**config.mk**
```make
export PLATFORM = sky130hd
export DESIGN_NAME = sprite_image_loader
export DESIGN_NICKNAME = d
export VERILOG_FILES = /design/src/rtl/sprite_image_loader_pkg.sv /design/src/rtl/sprite_image_loader_raster_addr_counter.sv /design/src/rtl/sprite_image_loader.sv
export SDC_FILE = /design/constraint.sdc
export NUM_CORES = 1
export LEC_CHECK = 0
export CAP_MARGIN = 20
export CORE_MARGIN = 2
export CORE_UTILIZATION = 55
export CTS_CLUSTER_SIZE = 12
export DETAILED_ROUTE_END_ITERATION = 12
export PLACE_DENSITY = 0.84
export SYNTH_ARGS = -nofsm -noshare
export SYNTH_HDL_FRONTEND = slang
export SYNTH_SLANG_ARGS = --single-unit
```
**constraint.sdc**
```tcl
create_clock -name pixel_clk_i -period 4.75 [get_ports pixel_clk_i]
set_input_delay 0.95 -clock pixel_clk_i [delete_from_list [all_inputs] [get_ports pixel_clk_i]]
set_output_delay 0.95 -clock pixel_clk_i [all_outputs]
set_load 0.03 [all_outputs]
```
**src/rtl/sprite_image_loader_pkg.sv**
```systemverilog
// Shared definitions for the sprite image loader and the renderers that read the same RAM.
// Holds the FSM state encoding and the default sprite geometry.
package sprite_image_loader_pkg;

  localparam int unsigned SpriteWidth  = 180;
  localparam int unsigned SpriteHeight = 180;
  localparam int unsigned SpriteAddrW  = 20;
  localparam int unsigned SpriteDataW  = 8;
  localparam int unsigned ColW         = 11;
  localparam int unsigned RowW         = 10;

  typedef enum logic [1:0] {
    StIdle = 2'd0,
    StLoad = 2'd1,
    StDone = 2'd2
  } loader_state_e;

endpackage

```
**src/rtl/sprite_image_loader_raster_addr_counter.sv**
```systemverilog
// Raster position counter: col/row plus a linear address kept equal to col + row*Width
// by incrementing alongside col, so no multiplier is needed.
module sprite_image_loader_raster_addr_counter
  import sprite_image_loader_pkg::*;
#(
  parameter int unsigned Width  = SpriteWidth,
  parameter int unsigned Height = SpriteHeight,
  parameter int unsigned AddrW  = SpriteAddrW
) (
  input  logic             clk_i,
  input  logic             rst_ni,
  input  logic             clear_i,
  input  logic             step_i,
  output logic [ColW-1:0]  col_o,
  output logic [RowW-1:0]  row_o,
  output logic [AddrW-1:0] addr_o,
  output logic             last_o
);

  logic [ColW-1:0]  col_q, col_d;
  logic [RowW-1:0]  row_q, row_d;
  logic [AddrW-1:0] addr_q, addr_d;
  logic             col_end;

  assign col_end = (col_q == ColW'(Width - 1));
  assign last_o  = col_end && (row_q == RowW'(Height - 1));

  always_comb begin
    col_d  = col_q;
    row_d  = row_q;
    addr_d = addr_q;
    if (clear_i) begin
      col_d  = '0;
      row_d  = '0;
      addr_d = '0;
    end else if (step_i) begin
      if (last_o) begin
        // Wrap to the origin so the next load starts clean.
        col_d  = '0;
        row_d  = '0;
        addr_d = '0;
      end else if (col_end) begin
        col_d  = '0;
        row_d  = row_q + RowW'(1);
        addr_d = addr_q + AddrW'(1);
      end else begin
        col_d  = col_q + ColW'(1);
        addr_d = addr_q + AddrW'(1);
      end
    end
  end

  always_ff @(posedge clk_i or negedge rst_ni) begin
    if (!rst_ni) begin
      col_q  <= '0;
      row_q  <= '0;
      addr_q <= '0;
    end else begin
      col_q  <= col_d;
      row_q  <= row_d;
      addr_q <= addr_d;
    end
  end

  assign col_o  = col_q;
  assign row_o  = row_q;
  assign addr_o = addr_q;

endmodule

```
**src/rtl/sprite_image_loader.sv**
```systemverilog
// Streams palette indices (valid/ready) into the write port of the sprite image RAM in
// raster order, one registered write per accepted byte.
module sprite_image_loader
  import sprite_image_loader_pkg::*;
#(
  parameter int unsigned Width  = SpriteWidth,
  parameter int unsigned Height = SpriteHeight,
  parameter int unsigned AddrW  = SpriteAddrW,
  parameter int unsigned DataW  = SpriteDataW
) (
  input  logic             pixel_clk_i,
  input  logic             rst_ni,
  input  logic             start_i,
  input  logic             abort_i,
  input  logic             hold_off_i,
  input  logic [DataW-1:0] in_data_i,
  input  logic             in_valid_i,
  output logic             in_ready_o,
  output logic [AddrW-1:0] mem_addr_o,
  output logic [DataW-1:0] mem_din_o,
  output logic             mem_we_o,
  output logic             busy_o,
  output logic             done_o,
  output logic [ColW-1:0]  col_o,
  output logic [RowW-1:0]  row_o
);

  loader_state_e    state_q, state_d;
  logic             accept, clear, last;
  logic [AddrW-1:0] cnt_addr;
  logic [AddrW-1:0] mem_addr_q;
  logic [DataW-1:0] mem_din_q;
  logic             mem_we_q;

  assign in_ready_o = (state_q == StLoad) && !hold_off_i;
  // A byte handshaken in the abort cycle is dropped.
  assign accept     = in_valid_i && in_ready_o && !abort_i;
  assign clear      = abort_i || ((state_q == StIdle) && start_i);

  sprite_image_loader_raster_addr_counter #(
    .Width  (Width),
    .Height (Height),
    .AddrW  (AddrW)
  ) u_counter (
    .clk_i   (pixel_clk_i),
    .rst_ni  (rst_ni),
    .clear_i (clear),
    .step_i  (accept),
    .col_o   (col_o),
    .row_o   (row_o),
    .addr_o  (cnt_addr),
    .last_o  (last)
  );

  always_comb begin
    state_d = state_q;
    if (abort_i) begin
      state_d = StIdle;
    end else begin
      unique case (state_q)
        StIdle:  if (start_i) state_d = StLoad;
        StLoad:  if (accept && last) state_d = StDone;
        StDone:  state_d = StIdle;
        default: state_d = StIdle;
      endcase
    end
  end

  always_ff @(posedge pixel_clk_i or negedge rst_ni) begin
    if (!rst_ni) begin
      state_q    <= StIdle;
      mem_we_q   <= 1'b0;
      mem_addr_q <= '0;
      mem_din_q  <= '0;
    end else begin
      state_q  <= state_d;
      mem_we_q <= accept;
      if (accept) begin
        mem_addr_q <= cnt_addr;
        mem_din_q  <= in_data_i;
      end
    end
  end

  assign mem_we_o   = mem_we_q;
  assign mem_addr_o = mem_addr_q;
  assign mem_din_o  = mem_din_q;
  assign busy_o     = (state_q == StLoad);
  assign done_o     = (state_q == StDone);

endmodule

```
Yosys cells after proc, flatten, opt, wreduce, memory -nomap -nowiden
Cells that the tools add are included.
{"block": "totals", "latchBits": 0, "mem_count": 0, "mem_bits_rw": 0, "mem_bits_ro": 0, "ff_bits": 72}
{"block": "op_classes", "n_reduce_logical": 14, "div": 0, "muxes": 15, "n_lt_le_gt_ge": 0, "mul": 0, "n_bitwise": 0, "shift": 0, "addsub": 3, "n_eq_ne": 6}
{"op": "20-bit two-way mux", "n": 3}
{"op": "11-bit two-way mux", "n": 4}
{"op": "10-bit two-way mux", "n": 4}
{"op": "20-bit by 1-bit adder with 20-bit output (second input constant)", "n": 1}
{"op": "11-bit by 1-bit adder with 11-bit output (second input constant)", "n": 1}
{"op": "11-bit by 8-bit equality test with 1-bit output (second input constant)", "n": 1}
{"op": "10-bit by 1-bit adder with 10-bit output (second input constant)", "n": 1}
{"op": "10-bit by 8-bit equality test with 1-bit output (second input constant)", "n": 1}
{"op": "1-bit logical AND", "n": 6}
{"op": "2-bit two-way mux", "n": 3}
{"op": "2-bit case mux with 2 select lines", "n": 1}
{"op": "2-bit AND reduction", "n": 2}
{"op": "3-bit by 2-bit != test with 1-bit output (second input constant)", "n": 1}
{"op": "3-bit != test (second input constant)", "n": 1}
{"op": "3-bit nonzero test", "n": 1}
{"op": "2-bit by 1-bit equality test with 1-bit output (second input constant)", "n": 1}
{"op": "2-bit equality test (second input constant)", "n": 1}
{"op": "1-bit logical NOT", "n": 2}
{"op": "2-bit logical NOT", "n": 1}
{"op": "2-bit nonzero test", "n": 1}
{"op": "1-bit logical OR", "n": 1}

Logic depth before layout (Yosys ltp)
{"block": "logic_depth", "depth_word": 8, "ltp_mapped": 7}

Hierarchy
Synthesis repeated with hierarchy kept, for this count alone.
{"block": "unflattened", "cells_unflattened": 300, "hier_area_um2": 3358.2}
{"mod": "sprite_image_loader_raster_addr_counter", "instances": 1, "area_each_um2": 2144.6, "seq_area_each_um2": 1026.0, "cells_per_inst": 227}
{"mod": "sprite_image_loader", "instances": 1, "area_each_um2": 1213.7, "seq_area_each_um2": 775.7, "cells_per_inst": 73}

Least setup slack after synthesis
No wires, ideal clock.
{"block": "synth_timing", "kind": "input-to-reg", "from": "in hold_off_i", "to": "reg u_counter.row_q[9], in the netlist u_counter.row_o[9]", "t_arrival_ns": 2.759, "path_stages": 6, "slack_ns": 1.914, "n_path_buf": 0, "required_time_ns": 4.673, "path_cell_list": "nor3b_1 > nand3b_1 > inv_1 > a21oi_2 > or4_1 > a21oi_1"}
{"block": "synth_via", "elab_chain_cells": 6}
{"item": "start, declared", "line_no": "sprite_image_loader.sv:15", "source": "input logic hold_off_i,"}
{"item": "1-bit logical NOT", "line_no": "sprite_image_loader.sv:35", "source": "assign in_ready_o = (state_q == StLoad) && !hold_off_i;"}
{"item": "1-bit logical AND", "line_no": "sprite_image_loader.sv:35"}
{"item": "1-bit logical AND (2 in series)", "line_no": "sprite_image_loader.sv:37", "source": "assign accept = in_valid_i && in_ready_o && !abort_i;"}
{"item": "2-bit nonzero test (no source line)"}
{"item": "2-bit AND reduction (no source line)"}
{"item": "end signal, assigned", "line_no": "sprite_image_loader_raster_addr_counter.sv:60", "source": "row_q <= row_d;"}
{"item": "end, declared", "line_no": "sprite_image_loader_raster_addr_counter.sv:21", "source": "logic [RowW-1:0] row_q, row_d;"}
Every way passes these cells.
A chain may end at the register's enable or synchronous reset.

Final worst setup path
{"block": "layout_timing", "from": "in hold_off_i", "to": "out in_ready_o"}
{"block": "layout_via", "elab_chain_cells": 2}
{"item": "1-bit logical NOT", "line_no": "sprite_image_loader.sv:35"}
{"item": "1-bit logical AND", "line_no": "sprite_image_loader.sv:35"}
{"item": "end, declared", "line_no": "sprite_image_loader.sv:18", "source": "output logic in_ready_o,"}
Every way passes these cells.

==> metrics <==
run status=complete, no violations; Antenna Cells=0; Clk pwr share=41.2%; vias per cell=5.56; Post-Syn Area=roughly 3400 sq um; R2R Setup Slk=1.86 ns; Slew Limit Headroom=36.8%; max frequency=0.299 GHz; clk slew on worst S/H paths=0.07 ns; actual slew at the worst max-slew pin=0.940 ns; post-route antenna net violation count=0; drt pass-1 iters=4; min Tclk post-route=~3.3 ns; combinational power share=10.5%; Initial DRC Count=118; final worst path period share=70.4%; wire per inst=roughly 14 um; CP required=3.80 ns; gpl congestion=0.844; hold crit path type=reg2reg; Max Slew Vio Count=0; CP Launch Point=hold_off_i; Initial Utilization=56.7%; setup tns final=0 ns; vias in the first global route=2784; I/O pins=67; Net Sw Frac=between 20% and 30%; Die Width=82.1 um; pin count of the biggest net entering global routing=73; Post-CTS Setup Repair Bufs=0; syn nets=around 370; Peak VDD IR=a little under 0.0002 V; TritonCTS buffer count=9; placed inst area=4070 sq um; Yosys top cell area share=53.7%; max cap viols=0; net switching power figure=0.324 mW; worst flop-to-flop path startpoint=u_counter.col_o[0]; IO buf count=66; first-pass GRT wire length=approximately 12 mm; Reg2Reg Depth=6; Post-Syn Instances=357; sequential element share of the synthesized area=53.7%; synth top area cells=dfrtp_1, nand2_1, xor2_1, nor2_1, nand3_1; PD cells=309 nW/um^2; Hold Vio Cnt, Final=0; final std cell area, no fill=4300 sq um; Area Growth Syn to Fin=28.1%; clock tree buffer depth=2; Final nets=about 440; DP HPWL=4.92 mm; CTS tree=built; DR vias=2801; Total Routed Length=7.30 mm; CTS HTree Levels=3; total die area=6750 sq um; Crit Reg-Reg Endpoint=u_counter.addr_o[8]; post-synth cell types=43; CP endpoint=in_ready_o; worst skew pair latency=0.35 ns; crit path capture type=output port; Clock Sink Count=a little over 70; CTS root buffer=clkbuf_8; Leakage Power=1.92 nW; Hold-fix buffers, CTS=0; post-CTS sizing=0; skew final=0.00973 ns; P_int=1.01 mW; Critical Path Start Type=primary input; gr ovfl total=0; Total GRT Usage=24.3%; RSZ-0062 raised after global routing=false; fillers=458; die height=82.1 um; antenna violations before repair=0; num rows=28; sequential share of power=48.3%; crit path max fanout=2; layout cells sized above 1=8.39%; Critical Path AT=~2.4 ns; WS Path Type=in2out; syn_area_per_cell=9.41 sq um; # setup viols final=0; yosys warns=0; cell taking the most area after synthesis=dfrtp_1; core area=5920 sq um; DRC viols=0; FF+latch count, synth=72
worst min path at each step:
stage	startpoint	end	slack, ns	cells after the start
finish	mem_addr_o[18]	mem_addr_o[18]	0.48	2
global placement	mem_din_o[7]	mem_din_o[7]	0.46	2
CTS	mem_addr_o[9]	mem_addr_o[9]	0.48	2
floorplan	state_q[1]	state_q[0]	0.47	1
detailed placement	mem_addr_o[9]	mem_addr_o[9]	0.46	2
global route	mem_addr_o[14]	mem_addr_o[14]	0.51	2
layout by cell type (no fill, tap or decap), drive strengths merged, types with 2 or more instances in the layout:
master | synthesis | routed
clkbuf | 9 | 11
buf | 4 | 4
or3 | 8 | 8
bufinv | 0 | 2
a21oi | 15 | 15
nor2b | 3 | 3
or2 | 2 | 2
ha | 3 | 3
and3 | 7 | 7
nor4 | 4 | 4
inv | 2 | 2
dfrtp | 72 | 72
or4 | 4 | 4
clkinv | 0 | 3
mux2 | 2 | 2
xnor2 | 6 | 6
o21ai | 11 | 11
nor3 | 7 | 7
mux2i | 2 | 2
clkdlybuf4s50 | 0 | 65
nand4 | 11 | 11
nor3b | 2 | 2
o31ai | 3 | 3
nand2 | 106 | 106
nand3b | 3 | 3
nand3 | 15 | 15
nor2 | 27 | 27
a22o | 4 | 4
nor4b | 3 | 3
xor2 | 14 | 14
per-stage QoR:
step	util, %	setup WS (ns)	instances	hold slack [ns]	total power [mW]
floorplan	-	1.91	357	0.468	0.725
global placement	68.8	1.48	488	0.457	0.792
detailed placement	68.8	1.41	488	0.465	0.794
CTS	72.7	1.41	504	0.483	1.34
global route	72.7	1.37	504	0.505	1.37
finish	72.7	1.41	504	0.479	1.33
sequential cells by signal (all words and copies together) (netlist names):
name / flops
mem_addr_o: 20
mem_we_o: 1
u_counter.col_o: 11
u_counter.row_o: 10
mem_din_o: 8
u_counter.addr_o: 20
state_q: 2
Yosys cell counts:
cell	n
nor2b_1	3
nor2_1	27
nand4_1	11
buf_2	1
mux2_2	2
buf_6	2
or3b_2	1
nand4b_1	1
inv_1	2
nand3b_1	3
nand3_1	15
a21oi_2	2
nor4b_1	3
ha_1	3
or3_1	6
or2_2	2
clkbuf_1	9
buf_1	1
a22o_1	4
nand2_1	106
or4b_2	1
o31ai_1	3
o21ai_2	2
or4_4	1
a32o_1	1
a221o_1	1
xor2_1	14
nor3b_1	2
nor4_4	1
xnor2_1	6
a21oi_1	13
nor3_4	1
o21ai_0	9
or4_1	3
dfrtp_1	72
nor3_1	6
a211o_1	1
mux2i_1	2
a211oi_1	1
a21boi_0	1
and3_1	7
or3_2	2
nor4_1	3
worst max-delay path, cell delays in order:
cell	delay [ns]
clkdlybuf4s50_1	0.43
nor3b_1	0.28
clkdlybuf4s50_1	0.73
power by group through the flow:
stage / Clock, mW / Sequential [mW] / Combinational (mW)
global route: 0.579 / 0.644 / 0.151
floorplan: 0 / 0.687 / 0.0378
finish: 0.548 / 0.642 / 0.139
detailed placement: 0 / 0.653 / 0.141
global placement: 0 / 0.653 / 0.138
CTS: 0.555 / 0.642 / 0.141
layout make-up:
type	instances	area (sq um)	area share [%]
clock inverter	5	78.8	1.83
clock buffer	11	151	3.52
sequential	72	1800	41.9
tap	75	93.8	2.18
timing repair buffer	69	681	15.8
inverter	2	7.51	0.174
multi-input combinational	270	1490	34.6
logic make-up (layout without fill, tap and decap cells):
| family | after synthesis | in the layout | share of synthesized area (%) |
|---|---|---|---|
| and+or+nand+nor | 205 | 205 | 29.2 |
| DFF | 72 | 72 | 53.7 |
| AOI/OAI and AO/OA | 38 | 38 | 7.34 |
| xor gates and xnor gates | 20 | 20 | 5.22 |
| buffers and inverters | 15 | 87 | 2.16 |
| muxes | 4 | 4 | 1.27 |
| adders and majority gates | 3 | 3 | 1.12 |
metal layers:
metal / vias to the layer above / track usage, % / part of all wire, %
li1: 1360 / - / -
met1: 1357 / 30.7 / 45
met2: 70 / 40.6 / 49
met3: 14 / 5.54 / 4.0
met4: 0 / 9.83 / 2.3
met5: - / 0 / 0
No activity file was read; power rests on OpenSTA's default activity.
